## src/rtl/ps2_keyboard_rx.sv

```systemverilog
// PS/2 keyboard receiver: pin conditioning, 11-bit frame checks with watchdog,
// E0/F0 prefix folding into key events, and a first-word-fall-through event FIFO.
module ps2_keyboard_rx #(
  parameter int SYNC_STAGES    = 3,
  parameter int FILTER_CYCLES  = 8,
  parameter int TIMEOUT_CYCLES = 20000,
  parameter int FIFO_DEPTH     = 8
) (
  input  logic                          clk,
  input  logic                          rst,
  input  logic                          ps2_clk,
  input  logic                          ps2_data,
  output logic                          event_valid,
  input  logic                          event_ready,
  output logic [7:0]                    event_code,
  output logic                          event_ext,
  output logic                          event_break,
  output logic [$clog2(FIFO_DEPTH):0]   fifo_count,
  output logic                          frame_err,
  output logic                          overflow,
  output logic [7:0]                    last_key
);
  localparam int AW  = $clog2(FIFO_DEPTH);
  localparam int FCW = $clog2(FILTER_CYCLES + 1);
  localparam int WDW = $clog2(TIMEOUT_CYCLES + 1);

  typedef struct packed {
    logic       ext;
    logic       brk;
    logic [7:0] code;
  } ev_t;

  typedef enum logic {IDLE, RECV} state_t;

  // ---------------- input conditioning ----------------
  logic [SYNC_STAGES-1:0] csync_q, csync_d, dsync_q, dsync_d;
  logic [FCW-1:0]         fcnt_q, fcnt_d;
  logic                   filt_q, filt_d, fall_q, fall_d;
  logic                   clk_s, data_s;

  assign clk_s  = csync_q[SYNC_STAGES-1];
  assign data_s = dsync_q[SYNC_STAGES-1];

  always_comb begin
    csync_d = {csync_q[SYNC_STAGES-2:0], ps2_clk};
    dsync_d = {dsync_q[SYNC_STAGES-2:0], ps2_data};
    filt_d  = filt_q;
    fcnt_d  = '0;
    // the filtered clock follows only after FILTER_CYCLES disagreeing samples in a row
    if (clk_s != filt_q) begin
      if (fcnt_q == FCW'(FILTER_CYCLES - 1)) filt_d = clk_s;
      else                                   fcnt_d = fcnt_q + FCW'(1);
    end
    fall_d = filt_q & ~filt_d;
  end

  always_ff @(posedge clk) begin
    if (rst) begin
      csync_q <= '1;
      dsync_q <= '1;
      filt_q  <= 1'b1;
      fcnt_q  <= '0;
      fall_q  <= 1'b0;
    end else begin
      csync_q <= csync_d;
      dsync_q <= dsync_d;
      filt_q  <= filt_d;
      fcnt_q  <= fcnt_d;
      fall_q  <= fall_d;
    end
  end

  // ---------------- frame FSM with watchdog ----------------
  state_t         state_q;
  logic [3:0]     idx_q;
  logic [7:0]     shift_q, byte_q;
  logic           start_q, par_q;
  logic [WDW-1:0] wd_q;
  logic           done_q, abort_q, frame_err_q;

  always_ff @(posedge clk) begin
    if (rst) begin
      state_q     <= IDLE;
      idx_q       <= '0;
      shift_q     <= '0;
      byte_q      <= '0;
      start_q     <= 1'b0;
      par_q       <= 1'b0;
      wd_q        <= '0;
      done_q      <= 1'b0;
      abort_q     <= 1'b0;
      frame_err_q <= 1'b0;
    end else begin
      done_q      <= 1'b0;
      abort_q     <= 1'b0;
      frame_err_q <= 1'b0;
      if (fall_q || state_q == IDLE) wd_q <= '0;
      else                           wd_q <= wd_q + WDW'(1);
      case (state_q)
        IDLE: if (fall_q) begin
          start_q <= data_s;
          idx_q   <= 4'd1;
          state_q <= RECV;
        end
        RECV: if (fall_q) begin
          idx_q <= idx_q + 4'd1;
          if (idx_q <= 4'd8) shift_q <= {data_s, shift_q[7:1]};
          else if (idx_q == 4'd9) par_q <= data_s;
          else begin
            state_q <= IDLE;
            if (!start_q && (^{shift_q, par_q}) && data_s) begin
              done_q <= 1'b1;
              byte_q <= shift_q;
            end else begin
              abort_q     <= 1'b1;
              frame_err_q <= 1'b1;
            end
          end
        end else if (wd_q == WDW'(TIMEOUT_CYCLES - 1)) begin
          state_q     <= IDLE;
          abort_q     <= 1'b1;
          frame_err_q <= 1'b1;
        end
        default: state_q <= IDLE;
      endcase
    end
  end

  // ---------------- prefix decoder and event FIFO ----------------
  ev_t           mem_q [FIFO_DEPTH];
  ev_t           head;
  logic [AW-1:0] wr_ptr_q, wr_ptr_d, rd_ptr_q, rd_ptr_d;
  logic [AW:0]   cnt_q, cnt_d;
  logic          ext_q, ext_d, brk_q, brk_d, overflow_q, overflow_d;
  logic [7:0]    last_key_q, last_key_d;
  logic          is_prefix, push_req, push, pop, full;

  always_comb begin
    is_prefix  = (byte_q == 8'hE0) || (byte_q == 8'hF0);
    full       = (cnt_q == (AW+1)'(FIFO_DEPTH));
    pop        = (cnt_q != '0) && event_ready;
    push_req   = done_q && !is_prefix;
    // a full FIFO still takes the event when the head leaves in the same cycle
    push       = push_req && (!full || pop);
    overflow_d = push_req && !push;
    ext_d      = ext_q;
    brk_d      = brk_q;
    last_key_d = last_key_q;
    if (abort_q) begin
      ext_d = 1'b0;
      brk_d = 1'b0;
    end else if (done_q) begin
      if (byte_q == 8'hE0)      ext_d = 1'b1;
      else if (byte_q == 8'hF0) brk_d = 1'b1;
      else begin
        ext_d      = 1'b0;
        brk_d      = 1'b0;
        last_key_d = byte_q;
      end
    end
    wr_ptr_d = push ? wr_ptr_q + AW'(1) : wr_ptr_q;
    rd_ptr_d = pop  ? rd_ptr_q + AW'(1) : rd_ptr_q;
    cnt_d    = cnt_q;
    if (push && !pop)      cnt_d = cnt_q + (AW+1)'(1);
    else if (!push && pop) cnt_d = cnt_q - (AW+1)'(1);
  end

  always_ff @(posedge clk) begin
    if (rst) begin
      wr_ptr_q   <= '0;
      rd_ptr_q   <= '0;
      cnt_q      <= '0;
      ext_q      <= 1'b0;
      brk_q      <= 1'b0;
      overflow_q <= 1'b0;
      last_key_q <= '0;
    end else begin
      wr_ptr_q   <= wr_ptr_d;
      rd_ptr_q   <= rd_ptr_d;
      cnt_q      <= cnt_d;
      ext_q      <= ext_d;
      brk_q      <= brk_d;
      overflow_q <= overflow_d;
      last_key_q <= last_key_d;
    end
  end

  always_ff @(posedge clk) begin
    if (push) mem_q[wr_ptr_q] <= '{ext: ext_q, brk: brk_q, code: byte_q};
  end

  // storage is not reset, so the head is masked while empty
  assign head        = mem_q[rd_ptr_q];
  assign event_valid = (cnt_q != '0);
  assign event_code  = event_valid ? head.code : 8'h00;
  assign event_ext   = event_valid & head.ext;
  assign event_break = event_valid & head.brk;
  assign fifo_count  = cnt_q;
  assign frame_err   = frame_err_q;
  assign overflow    = overflow_q;
  assign last_key    = last_key_q;
endmodule
```

## config.mk

```make
export PLATFORM = sky130hd
export DESIGN_NAME = ps2_keyboard_rx
export DESIGN_NICKNAME = d
export VERILOG_FILES = /design/src/rtl/ps2_keyboard_rx.sv
export SDC_FILE = /design/constraint.sdc
export NUM_CORES = 1
export LEC_CHECK = 0
export CAP_MARGIN = 20
export CORE_MARGIN = 2
export CORE_UTILIZATION = 39
export CTS_BUF_LIST = sky130_fd_sc_hd__clkbuf_16
export DETAILED_ROUTE_END_ITERATION = 7
export GPL_TIMING_DRIVEN = 0
export HOLD_SLACK_MARGIN = 0.12
export PLACE_DENSITY = 0.56
export REMOVE_ABC_BUFFERS = 1
export SETUP_SLACK_MARGIN = 0.2
export SLEW_MARGIN = 5
export SYNTH_ARGS = -nofsm -noshare
export SYNTH_HDL_FRONTEND = slang
export SYNTH_SLANG_ARGS = --single-unit
```

## constraint.sdc

```tcl
create_clock -name clk -period 3.2 [get_ports clk]
set_clock_uncertainty 0.05 [all_clocks]
set_input_delay 0.64 -clock clk [delete_from_list [all_inputs] [get_ports clk]]
set_output_delay 0.64 -clock clk [all_outputs]
set_load 0.01 [all_outputs]
```

Word-level counts from Yosys, hierarchy flattened
Memories as Yosys holds them, arrays and structs flattened. A register that Yosys moved wholly into a read port is not among the register bits.
Cells that the tools add are included.
W data, S select, Z words.
{ "classes": {"addsub": 7, "order_cmp": 1, "eq_ne": 10, "n_mux": 27, "n_bitwise": 12, "n_reduce_logical": 32} }
{ "ops": {"columns": ["cell", "count"], "rows": [
  ["$mux W1", 18],
  ["$eq A8 B8 Y1 const B", 2],
  ["$mux W4", 4],
  ["$add A15 B1 Y15 const B", 1],
  ["$eq A15 B15 Y1 const B", 1],
  ["$add A4 B1 Y4 const B", 3],
  ["$not A1 Y1", 9],
  ["$reduce_xor A9 Y1", 1],
  ["$eq A4 B4 Y1 const B", 2],
  ["$logic_and A1 B1 Y1", 8],
  ["$mux W8", 1],
  ["$pmux W4 S2", 1],
  ["$reduce_and A2 Y1", 4],
  ["$reduce_and A4 Y1", 2],
  ["$add A3 B1 Y3 const B", 2],
  ["$mux W3", 2],
  ["$ne A2 B2 Y1 const B", 3],
  ["$reduce_or A2 Y1", 3],
  ["$logic_not A1 Y1", 5],
  ["$reduce_and A5 Y1", 1],
  ["$reduce_or A5 Y1", 1],
  ["$eq A4 B3 Y1 const B", 1],
  ["$le A4 B4 Y1 const B", 1],
  ["$reduce_bool A4 Y1", 1],
  ["other kinds (8)", 12]
]} }
{ "word_totals": {"reg_bits": 73, "ramBits": 80, "in_bits": 5, "output_inout_bits": 25, "wordCells": 111, "mem_count": 1} }
{ "memory_table": {"columns": ["memory", "words", "width", "read_ports", "rd_clocked_by_memory_dff", "write_ports", "line_no", "rtl"], "rows": [
  ["mem_q", 8, 10, 1, 1, 1, "130", "ev_t mem_q [FIFO_DEPTH];"]
]} }

Longest topological paths before layout
Gate-level depths: netlist of run 1.
{ "depth": {"ltp_word": 9, "mapped_depth": 12} }

Worst setup path after synthesis of run 1
No wires, ideal clock.
{ "synth_path": {"path_type": "reg2reg", "from": "register byte_q[0]", "to": "register cnt_q[3] (netlist: fifo_count[3])", "t_arrival_ps": 2490, "required_ps": 3080, "path_slack_ps": 590, "stages_incl_launch_ff": 13, "path_buffers": 0, "period_less_slack_ps": 2610, "cell_sequence": "dfxtp_1 -> nor4_1 -> a41oi_1 -> nand2_1 -> inv_1 -> ha_1 -> inv_1 -> ha_1 -> a21o_1 -> a21oi_1 -> xnor2_1 -> or3_1 -> a21oi_1"} }
{ "synth_via": {"elab_chain_cells": 8, "word_cells_on_any_way": 11, "cone_classes": "eq/ne: 2; mux: 1; reduce/logical: 8"} }
{ "synth_lines": {"columns": ["item", "line_no", "rtl"], "rows": [
  ["start: declaration", "76", "logic [7:0] shift_q, byte_q;"],
  ["start signal: assignment", "113", "byte_q <= shift_q;"],
  ["$eq A8 B8 Y1", "139", "is_prefix = (byte_q == 8'hE0) || (byte_q == 8'hF0);"],
  ["$logic_or A1 B1 Y1 *", "139", null],
  ["$logic_not A1 Y1 *", "142", "push_req = done_q && !is_prefix;"],
  ["$logic_and A1 B1 Y1 *", "142", null],
  ["$logic_and A1 B1 Y1 *", "144", "push = push_req && (!full || pop);"],
  ["net push", "136", "logic is_prefix, push_req, push, pop, full;"],
  ["$logic_not A1 Y1", "165", "else if (!push && pop) cnt_d = cnt_q - (AW+1)'(1);"],
  ["$logic_and A1 B1 Y1", "165", null],
  ["$reduce_bool A2 Y1 (no line)", null, null],
  ["end signal: assignment", "180", "cnt_q <= cnt_d;"],
  ["end: declaration", "133", "logic [AW:0] cnt_q, cnt_d;"]
]} }
Mark *: on every way through the listed nets, which the timed path passes. The rest lies on a longest branch.
A chain may end at the register's enable or synchronous reset.

==> run_results.csv, run 1 <==
group,metric,value,unit
run_status,status,"complete, no violations",
floorplan,coreArea,15700,um^2
route,routed_wl,11.5,mm
run,maxCapViolCount,0,
sta,drv_slew,0,
critical_path,regToRegStartpoint,"byte_q[0]$_SDFFE_PP0P_",
synthesis,yosys_warnings,0,
synthesis,synthCells,466,
placed_design,portBuffers,29,
synthesis,avgSynthCellArea,13.3,um^2
critical_path,cp_max_fo,10,
placed_design,gp_congestion,0.745,
pwr,p_leak,0.00259,uW
global_route,grt_max_degree,33,
synthesis,synth_edf_count,80,
sta,hold_viol,0,
route,first_pass_iters,5,
synthesis,synth-simple-area-share,10.8,%
placed_design,dp_hpwl,7.44,mm
min_path,hold_class,"reg -> reg",
placed_design,dpl_cell_area,6790,um^2
route,vias_per_cell,4.92,
route,drt_iter0_drc,236,
global_route,globalRouteOverflowTotal,0,
cells_and_area,syn2layout_area_growth,20.9,%
critical_path,critical_path_class,"reg -> out",
floorplan,die_h,130,um
global_route,grt_pass1_wl,18.3,mm
synthesis,synthDistinctLibCells,45,
cells_and_area,nNetsFinal,525,
critical_path,cp-start-kind,"flop",
floorplan,rows,46,
critical_path,critPathArrivalTime,2.18,ns
sta,fin_ws,0.331,ns
synthesis,ys.flop_type,"edfxtp_1",
cts,cts_sinks,156,
placed_design,dp_slack,-0.190,ns
pwr,power.total,4170,uW
route,vias,3630,
floorplan,io_pins,30,
synthesis,synthTopCellsByArea,"edfxtp_1 39%, dfxtp_1 25%, mux4_2 7.3%, mux2i_1 4.7%, nor2_1 4.0%",
min_path,hold_path_depth,1,
cts,cts_hold_buf,0,
min_path,min_to,"dsync_q[1]$_SDFF_PP1_",
pwr,irDropWorstVdd,0.000427,V
synthesis,ys_seq_elements,156,
cells_and_area,final_cells,738,
sta,post-route-period-util,89.6,%
critical_path,rr_worst_depth,12,
route,drc,0,
sta,finalSetupViolCount,0,
sta,whs,0.357,ns
synthesis,synth_xor_area_share,4.64,%
route,routedWlPerCell,15.5,um
global_route,grt_pass1_vias,3514,
synthesis,seq_area_frac_synth,63.2,%
cts,root_buffer,"clkbuf_16",
pwr,p_per_area,555,nW/um^2
sta,relSlewSlack,43.3,%
sta,min_period,2.87,ns
cts,clk_pin_slew,0.05,ns
synthesis,synth_top_family_by_area,"multiplexers",
cells_and_area,final_area,7500,um^2
critical_path,end_kind,"output pin",
floorplan,dieArea,16900,um^2
synthesis,synth_compound_area_share,4.41,%
cts,cts_tree,"done",
cts,htreeDepth,4,
sta,rsz0062_at_grt,"true",
synthesis,async_flop_share,0,%
cells_and_area,antennaDiodeCount,0,
synthesis,synth_fa_ha_area_share,2.34,%
cells_and_area,nFillCells,1406,
cts,cts_made_buffers,17,
synthesis,synthesis.area,6210,um^2
synthesis,muxShareOfSynthArea,11.9,%
min_path,hp-start,"dsync_q[0]$_SDFF_PP1_",
synthesis,synth_top_area_share,38.7,%
cts,clock_latency,0.42,ns
critical_path,regToRegSetupSlack,0.38,ns
critical_path,r2r_end,"fifo_count[3]$_SDFFE_PP0P_",
floorplan,start_util,39.5,%
sta,worst_pin_slew,0.843,ns
floorplan,die_w,130,um
placed_design,dp.cells,700,
synthesis,synth_top_area_cell,"edfxtp_1",
route,antenna_left,0,
global_route,antenna_found_initial,0,
critical_path,required,2.51,ns
cells_and_area,final_layout_size_suffix_gt1_share,17.8,%
global_route,grt_use_total,14.7,%
cts,clock_path_buffers,2,
sta,max_freq,349,MHz
-- layer usage --
layer	share of wire (%)	track usage (%)	wire [um]
met5	0	0	0
met4	1.9	7.02	223
met3	2.9	3.20	329
met2	50	24.9	5670
met1	46	18.1	5230
-- report_power, final --
group          internal [uW]  switching (uW)  total (uW)
Sequential              2080            3.08        2090
Combinational           30.8            32.9        63.7
Clock                   1280             739        2020
Total                   3390             775        4170
-- flip-flops by register name, summed over array words and instances, names as in the netlist, 3 cells and up, named ones only --
name / cells
wr_ptr_q: 3
csync_q: 3
fifo_count: 4
last_key: 8
idx_q: 4
shift_q: 8
rd_ptr_q: 3
mem_q: 80
byte_q: 8
fcnt_q: 4
dsync_q: 3
wd_q: 15
-- how the worst max path moves through the flow --
stage / startpoint / end / slack [ns] / cells past startpoint
2_1_floorplan: fifo_count[0]$_SDFFE_PP0P_ / fifo_count[3]$_SDFFE_PP0P_ / -0.06 / 11
3_3_place_gp: fifo_count[0]$_SDFFE_PP0P_ / fifo_count[3]$_SDFFE_PP0P_ / -1.23 / 11
3_5_place_dp: event_ready / mem_q[7][1]$_DFFE_PP_ / -0.19 / 6
4_1_cts: byte_q[1]$_SDFFE_PP0P_ / mem_q[7][0]$_DFFE_PP_ / 0.18 / 6
5_1_grt: byte_q[0]$_SDFFE_PP0P_ / fifo_count[3]$_SDFFE_PP0P_ / 0.14 / 12
6_report: flop / event_code[1] / 0.33 / 5
-- critical path: stages, from the launching register on --
cell	delay, ns
dfxtp_4	0.36
buf_12	0.15
mux4_2	0.51
mux2i_1	0.20
nor2_1	0.06
clkdlybuf4s50_1	0.47
-- cells in the final DEF (no fill, tap or decap), types with 3 or more instances in the layout --
master           instances
a21oi_1                 11
a311oi_1                 7
a31o_2                   7
and3_1                   4
buf_4                    4
buf_6                    6
bufinv_16                4
clkbuf_16               17
clkdlybuf4s50_1         28
dfxtp_1                 70
dfxtp_2                  4
edfxtp_1                80
ha_1                    10
inv_1                   25
mux2i_1                 29
mux4_2                  20
nand2_1                 18
nand2b_1                 4
nand3_1                 16
nand4_1                  3
nor2_1                  66
nor3_1                   5
nor3_2                   4
o21ai_0                  6
or2_2                    8
or3_1                    3
xnor2_1                 12
xor2_1                  15
-- synth_stat cells, types with 2 or more instances --
cell type and number:
and3_1 4, nand2_1 19, xor2_1 15, nor2_1 66, nor4_1 5, nand2b_1 4, a311oi_1 7, a21oi_1 11
ha_1 10, nand3_1 16, a31o_2 7, clkbuf_1 9, mux4_2 20, nand4_1 3, dfxtp_1 76, buf_2 4
nand3b_1 2, o21ai_0 6, or3_1 3, or2_2 8, xnor2_1 12, nor3_1 9, inv_1 19, buf_4 2
buf_6 2, mux2i_1 29, edfxtp_1 80
-- what timing repair did --
action / in CTS / in global routing
buffers inserted: 2 / 1
pin swaps: 0 / 1
resized for setup: 7 / 5
endpoints found under the setup margin: 41 / 11
-- cell type report --
class | instances | area [um^2] | share of cell area [%]
clock buffer | 17 | 425 | 5.67
tap | 216 | 270 | 3.60
timing repair buffer | 42 | 445 | 5.94
clock inverter | 15 | 170 | 2.27
sequential | 156 | 3940 | 52.5
inverter | 19 | 71.3 | 0.950
multi-input combinational | 273 | 2180 | 29.1
-- through the flow --
| step | util (%) | TNS (ns) |
|---|---|---|
| after floorplan | - | -0.0593 |
| after global placement | 42.5 | -47.10 |
| after detailed placement | 43.2 | -5.26 |
| after CTS | 47.4 | 0 |
| after global routing | 47.8 | 0 |
| final | 47.8 | 0 |
-- logic make-up after synthesis --
kind of cell	count (synthesis)
AO/OA/AOI/OAI	39
AND/OR/NAND/NOR	145
flip-flops	156
multiplexers	49
buffers and inverters	37
adder cells (fa/ha/maj)	11
XOR/XNOR	29
No activity file was read; power rests on OpenSTA's default activity.
==> run 2: changes to the inputs <==
--- a/config.mk
+++ b/config.mk
@@ -10,7 +10,6 @@
 export CORE_UTILIZATION = 39
 export CTS_BUF_LIST = sky130_fd_sc_hd__clkbuf_16
 export DETAILED_ROUTE_END_ITERATION = 7
-export GPL_TIMING_DRIVEN = 0
 export HOLD_SLACK_MARGIN = 0.12
 export PLACE_DENSITY = 0.56
 export REMOVE_ABC_BUFFERS = 1
==> run 2 against run 1 <==
Compared with the run above: largest power group unchanged; sequential power about the same; critical endpoint is now event_code[6]; sequential cell count unchanged; highest routed layer unchanged; die area unchanged; combinational power down 5.0%; routed wire length up 0.82%; via count down 0.52%; cell count up 1.1%; fmax down 0.33%; worst hold slack about the same.
==> run_results.csv, run 2 (synthesized netlist as in run 1, its figures left out) <==
group,metric,value,unit
run_status,status,"complete, no violations",
route,vias_per_cell,4.84,
cells_and_area,largest_reg_flops,80,
critical_path,regToRegSetupSlack,0.48,ns
sta,finalSetupViolCount,0,
min_path,hold_class,"reg -> reg",
sta,rsz0062_at_grt,"false",
floorplan,dieArea,16900,um^2
cells_and_area,nNetsFinal,533,
global_route,globalRouteOverflowTotal,0,
route,first_pass_iters,4,
pwr,switching_share,19.5,%
cells_and_area,final_area,7440,um^2
critical_path,rr_worst_depth,12,
placed_design,dpl_cell_area,6840,um^2
cells_and_area,antennaDiodeCount,0,
cells_and_area,mostFrequentLayoutCell,"edfxtp_1",
sta,whs,0.357,ns
critical_path,endpoint,"event_code[6]",
pwr,power_switching,786,uW
critical_path,critical_path_class,"reg -> out",
pwr,pwr-share-seq,51.9,%
sta,drv_slew,0,
pwr,p_per_area,541,nW/um^2
floorplan,rows,46,
critical_path,cp_max_fo,10,
placed_design,gp_congestion,0.755,
cts,cts_hold_buf,0,
cts,clock_path_buffers,2,
critical_path,required,2.51,ns
floorplan,io_pins,30,
cells_and_area,final_layout_size_suffix_gt1_share,17.7,%
critical_path,max_stage_delay,0.52,ns
sta,post-route-period-util,89.9,%
route,drt_iter0_drc,276,
critical_path,crit_path_cell_trace,"buf_12, mux4_2, mux2i_2, nor2_1, clkdlybuf4s50_1",
sta,max_freq,347,MHz
critical_path,cp-start-kind,"flop",
global_route,grt_max_degree,54,
critical_path,end_kind,"output pin",
sta,relSlewSlack,60.5,%
sta,worst_pin_slew,0.592,ns
pwr,p_leak,0.00256,uW
floorplan,coreArea,15700,um^2
cells_and_area,regMostFlops,"mem_q",
global_route,antenna_found_initial,0,
cts,cts_tree,"done",
cts,htreeDepth,4,
pwr,internal_power,3240,uW
placed_design,portBuffers,29,
cts,clk_pin_slew,0.06,ns
floorplan,start_util,39.5,%
cts,ctsResizeCount,0,
route,vias,3611,
global_route,grt_use_total,14.6,%
route,routedWlPerCell,15.5,um
critical_path,crit_slowest_cell,"mux4_2",
pwr,irDropWorstVdd,0.000344,V
pwr,comb_power_share,1.5,%
cells_and_area,syn2layout_area_growth,19.8,%
route,routed_wl,11.6,mm
floorplan,die_w,130,um
global_route,grt_pass1_vias,3560,
critical_path,regToRegStartpoint,"byte_q[1]$_SDFFE_PP0P_",
run,maxCapViolCount,0,
cts,cts_made_buffers,17,
cts,cts_sinks,156,
global_route,grt_pass1_wl,18.4,mm
cts,clock_latency,0.42,ns
sta,min_period,2.88,ns
route,antenna_left,0,
floorplan,die_h,130,um
pwr,clkPwrFrac,46.6,%
critical_path,r2r_end,"fifo_count[3]$_SDFFE_PP0P_",
placed_design,dp_hpwl,7.35,mm
min_path,hold_path_depth,1,
cts,root_buffer,"clkbuf_16",
route,drc,0,
critical_path,critPathArrivalTime,2.19,ns
sta,hold_viol,0,
cells_and_area,final_cell_mix,"80 x edfxtp_1, 75 x dfxtp_1, 66 x nor2_1",
cts,cts_setup_buffers,0,
cells_and_area,reg_top3,"mem_q (80), wd_q (15)",
==> run 2: cell types whose count changed in the layout (fill, tap and decap cells not counted), moves of 2 or more <==
cell,before,now
buf_4,4,19
buf_6,6,0
dfxtp_1,70,75
inv_1,25,20
dfxtp_2,4,0
nor3_1,5,9
nor3_2,4,0
bufinv_16,4,2
clkinv_1,2,4
clkinvlp_4,2,4
mux2i_1,29,27
mux2i_2,0,2
nor4_4,2,0
==> run 2: routing by layer <==
metal,wire length [um],part of all wire (%),vias up,GRT usage (%)
met5,0,0,-,0
li1,-,-,1795,-
met1,5370,47,1767,18.0
met3,323,2.8,9,3.94
met2,5750,50,40,24.6
met4,107,0.93,0,5.50
==> run 2: stage by stage <==
stage / std cells / setup TNS [ns] / util, % / setup WS [ns] / total power [uW]
global placement: 713 / 0 / 43.6 / 0.124 / 2190
detailed placement: 713 / 0 / 43.6 / 0.0609 / 2190
floorplan: 448 / -0.0593 / - / -0.0593 / 2160
finish: 746 / 0 / 47.3 / 0.322 / 4030
CTS: 745 / 0 / 47.1 / 0.203 / 4080
global route: 746 / 0 / 47.3 / 0.229 / 4170
==> run 2: how the worst min path moves through the flow <==
stage                                from                    end
CTS                 csync_q[0]$_SDFF_PP1_  csync_q[1]$_SDFF_PP1_
global placement    dsync_q[1]$_SDFF_PP1_  dsync_q[2]$_SDFF_PP1_
detailed placement  csync_q[0]$_SDFF_PP1_  csync_q[1]$_SDFF_PP1_
global route        csync_q[0]$_SDFF_PP1_  csync_q[1]$_SDFF_PP1_
floorplan           csync_q[0]$_SDFF_PP1_  csync_q[1]$_SDFF_PP1_
finish              csync_q[0]$_SDFF_PP1_  csync_q[1]$_SDFF_PP1_
==> run 2: cell type report <==
cell class / count / area [um^2]
Tap cell: 216 / 270
Clock buffer: 17 / 425
Inverter: 19 / 71.3
Fill cell: 1399 / 8270
Timing Repair Buffer: 50 / 473
Clock inverter: 15 / 133
Multi-Input combinational cell: 273 / 2140
Sequential cell: 156 / 3930
==> run 2: power groups by stage <==
stage	logic [uW]	clock network, uW	registers, uW
2_1_floorplan	24.4	0	2130
3_3_place_gp	59.6	0	2130
3_5_place_dp	60.5	0	2130
4_1_cts	60.7	1940	2090
5_1_grt	66.6	2010	2090
6_report	60.5	1880	2090
==> run 2: critical path, delay by kind of cell (launching register included) <==
| kind | cells | cell delay, ns |
|---|---|---|
| buffers and inverters | 2 | 0.63 |
| DFF | 1 | 0.38 |
| muxes | 2 | 0.70 |
| and+or+nand+nor | 1 | 0.05 |
==> run 3: changes to the inputs <==
--- a/config.mk
+++ b/config.mk
@@ -5,13 +5,12 @@
 export SDC_FILE = /design/constraint.sdc
 export NUM_CORES = 1
 export LEC_CHECK = 0
-export CAP_MARGIN = 20
 export CORE_MARGIN = 2
-export CORE_UTILIZATION = 39
+export CORE_UTILIZATION = 35
 export CTS_BUF_LIST = sky130_fd_sc_hd__clkbuf_16
 export DETAILED_ROUTE_END_ITERATION = 7
 export HOLD_SLACK_MARGIN = 0.12
-export PLACE_DENSITY = 0.56
+export PLACE_DENSITY = 0.51
 export REMOVE_ABC_BUFFERS = 1
 export SETUP_SLACK_MARGIN = 0.2
 export SLEW_MARGIN = 5
==> run 3 against run 2 <==
Compared with the run above: worst hold slack better by 0.0031 ns; register-to-register slack worse by 0.05 ns; sequential share of layout area is 0.21 points lower.
==> run_results.csv, run 3 (synthesized netlist as in run 1, its figures left out) <==
group,metric,value,unit
floorplan,io_pins,30,
cells_and_area,final_cell_mix,"80 x edfxtp_1, 75 x dfxtp_1, 66 x nor2_1",
critical_path,end_kind,"output pin",
cts,htreeDepth,4,
global_route,grt_pass1_vias,3614,
sta,relSlewSlack,59.2,%
pwr,power_switching,826,uW
route,vias,3645,
critical_path,cp_max_fo,10,
floorplan,die_h,137,um
critical_path,cp_top_family,"multiplexers",
global_route,antenna_found_initial,0,
pwr,switching_share,20.2,%
cells_and_area,mostFrequentLayoutCell,"edfxtp_1",
route,first_pass_iters,4,
critical_path,rr_worst_depth,12,
min_path,hold_class,"reg -> reg",
min_path,hold_path_depth,1,
sta,hold_viol,0,
critical_path,max_stage_delay,0.52,ns
sta,rsz0062_at_grt,"true",
cts,clock_latency,0.41,ns
sta,post-route-period-util,90.1,%
min_path,min_to,"dsync_q[1]$_SDFF_PP1_",
global_route,grt_pass1_wl,19.3,mm
cells_and_area,nFillCells,1601,
route,routed_wl,12.2,mm
critical_path,required,2.51,ns
cells_and_area,final_util,43.2,%
sta,max_freq,347,MHz
sta,finalSetupViolCount,0,
pwr,internal_power,3260,uW
critical_path,r2r_end,"fifo_count[3]$_SDFFE_PP0P_",
placed_design,dp_hpwl,7.75,mm
pwr,pwr-share-seq,51.1,%
floorplan,dieArea,18800,um^2
run_status,status,"complete, no violations",
placed_design,gp_congestion,0.744,
route,vias_per_cell,4.85,
global_route,grt_max_degree,33,
placed_design,dp.cells,719,
cts,root_buffer,"clkbuf_16",
cts,cts_hold_buf,0,
floorplan,coreArea,17300,um^2
floorplan,rows,48,
floorplan,die_w,137,um
sta,tns,0,ns
cts,cts_tree,"done",
cells_and_area,largest_reg_flops,80,
critical_path,crit_slowest_cell,"mux4_2",
critical_path,crit_path_cell_trace,"buf_12, mux4_2, mux2i_2, nor2_1, clkdlybuf4s50_1",
floorplan,start_util,35.9,%
sta,fin_ws,0.318,ns
min_path,hp-start,"dsync_q[0]$_SDFF_PP1_",
critical_path,critical_path_class,"reg -> out",
cts,cts_made_buffers,17,
cells_and_area,syn2layout_area_growth,20.3,%
cts,clock_path_buffers,2,
critical_path,critPathArrivalTime,2.19,ns
pwr,power.total,4080,uW
cells_and_area,final_layout_size_suffix_gt1_share,17.6,%
pwr,p_leak,0.00267,uW
route,drc,0,
run,maxCapViolCount,0,
pwr,p_per_area,547,nW/um^2
cts,clk_pin_slew,0.06,ns
sta,min_period,2.88,ns
route,routedWlPerCell,16.2,um
placed_design,portBuffers,29,
placed_design,dp_slack,0.0366,ns
sta,worst_pin_slew,0.612,ns
cells_and_area,regMostFlops,"mem_q",
pwr,comb_power_share,1.5,%
cells_and_area,reg_top3,"mem_q (80), wd_q (15)",
cells_and_area,nNetsFinal,530,
critical_path,regToRegSetupSlack,0.43,ns
cells_and_area,antennaDiodeCount,0,
route,drt_iter0_drc,154,
pwr,clkPwrFrac,47.3,%
cts,cts_sinks,156,
critical_path,cp-start-kind,"flop",
pwr,irDropWorstVdd,0.000431,V
global_route,grt_use_total,14.0,%
critical_path,path_buf_inv,2,
critical_path,regToRegStartpoint,"byte_q[0]$_SDFFE_PP0P_",
cells_and_area,final_cells,752,
route,antenna_left,0,
sta,drv_slew,0,
critical_path,cp.depth,5,
global_route,globalRouteOverflowTotal,0,
[run 3: timing repair]
item,4_1_cts,5_1_grt
setup endpoints to repair,2,8
resized for setup,3,9
setup buffers,0,0
gates cloned,1,0
[run 3: worst max-delay path by stage]
stage                            endpoint  slack [ns]
2_1_floorplan  fifo_count[3]$_SDFFE_PP0P_       -0.06
3_3_place_gp   fifo_count[3]$_SDFFE_PP0P_        0.13
3_5_place_dp   fifo_count[3]$_SDFFE_PP0P_        0.04
4_1_cts                         event_ext        0.20
5_1_grt        fifo_count[3]$_SDFFE_PP0P_        0.15
6_report                    event_code[1]        0.32
[run 3: layer usage]
layer,GRT usage [%],vias up,wire length [um]
li1,-,1786,-
met1,17.0,1806,5410
met2,23.9,40,6290
met3,3.68,13,342
met4,5.21,0,164
met5,0,-,0
[run 3: power groups by stage]
stage | logic [uW] | clock network [uW] | registers, uW
global route | 67.4 | 2080 | 2090
finish | 61.4 | 1930 | 2090
detailed placement | 62.1 | 0 | 2130
global placement | 61.3 | 0 | 2130
CTS | 63.2 | 1990 | 2090
floorplan | 24.4 | 0 | 2130
[run 3: per-stage QoR]
step           hold WS (ns)  cell area (um^2)
3_5_place_dp          0.348              6830
5_1_grt               0.368              7470
3_3_place_gp          0.346              6830
2_1_floorplan         0.339              6110
6_report              0.360              7470
4_1_cts               0.362              7440
[run 3: cell type report]
cell class | count | area [um^2] | area share, %
clock inverter | 15 | 146 | 1.96
timing repair buffer | 47 | 472 | 6.32
tap | 225 | 282 | 3.77
multi-input combinational | 273 | 2140 | 28.7
inverter | 19 | 71.3 | 0.955
sequential | 156 | 3930 | 52.6
clock buffer | 17 | 425 | 5.70
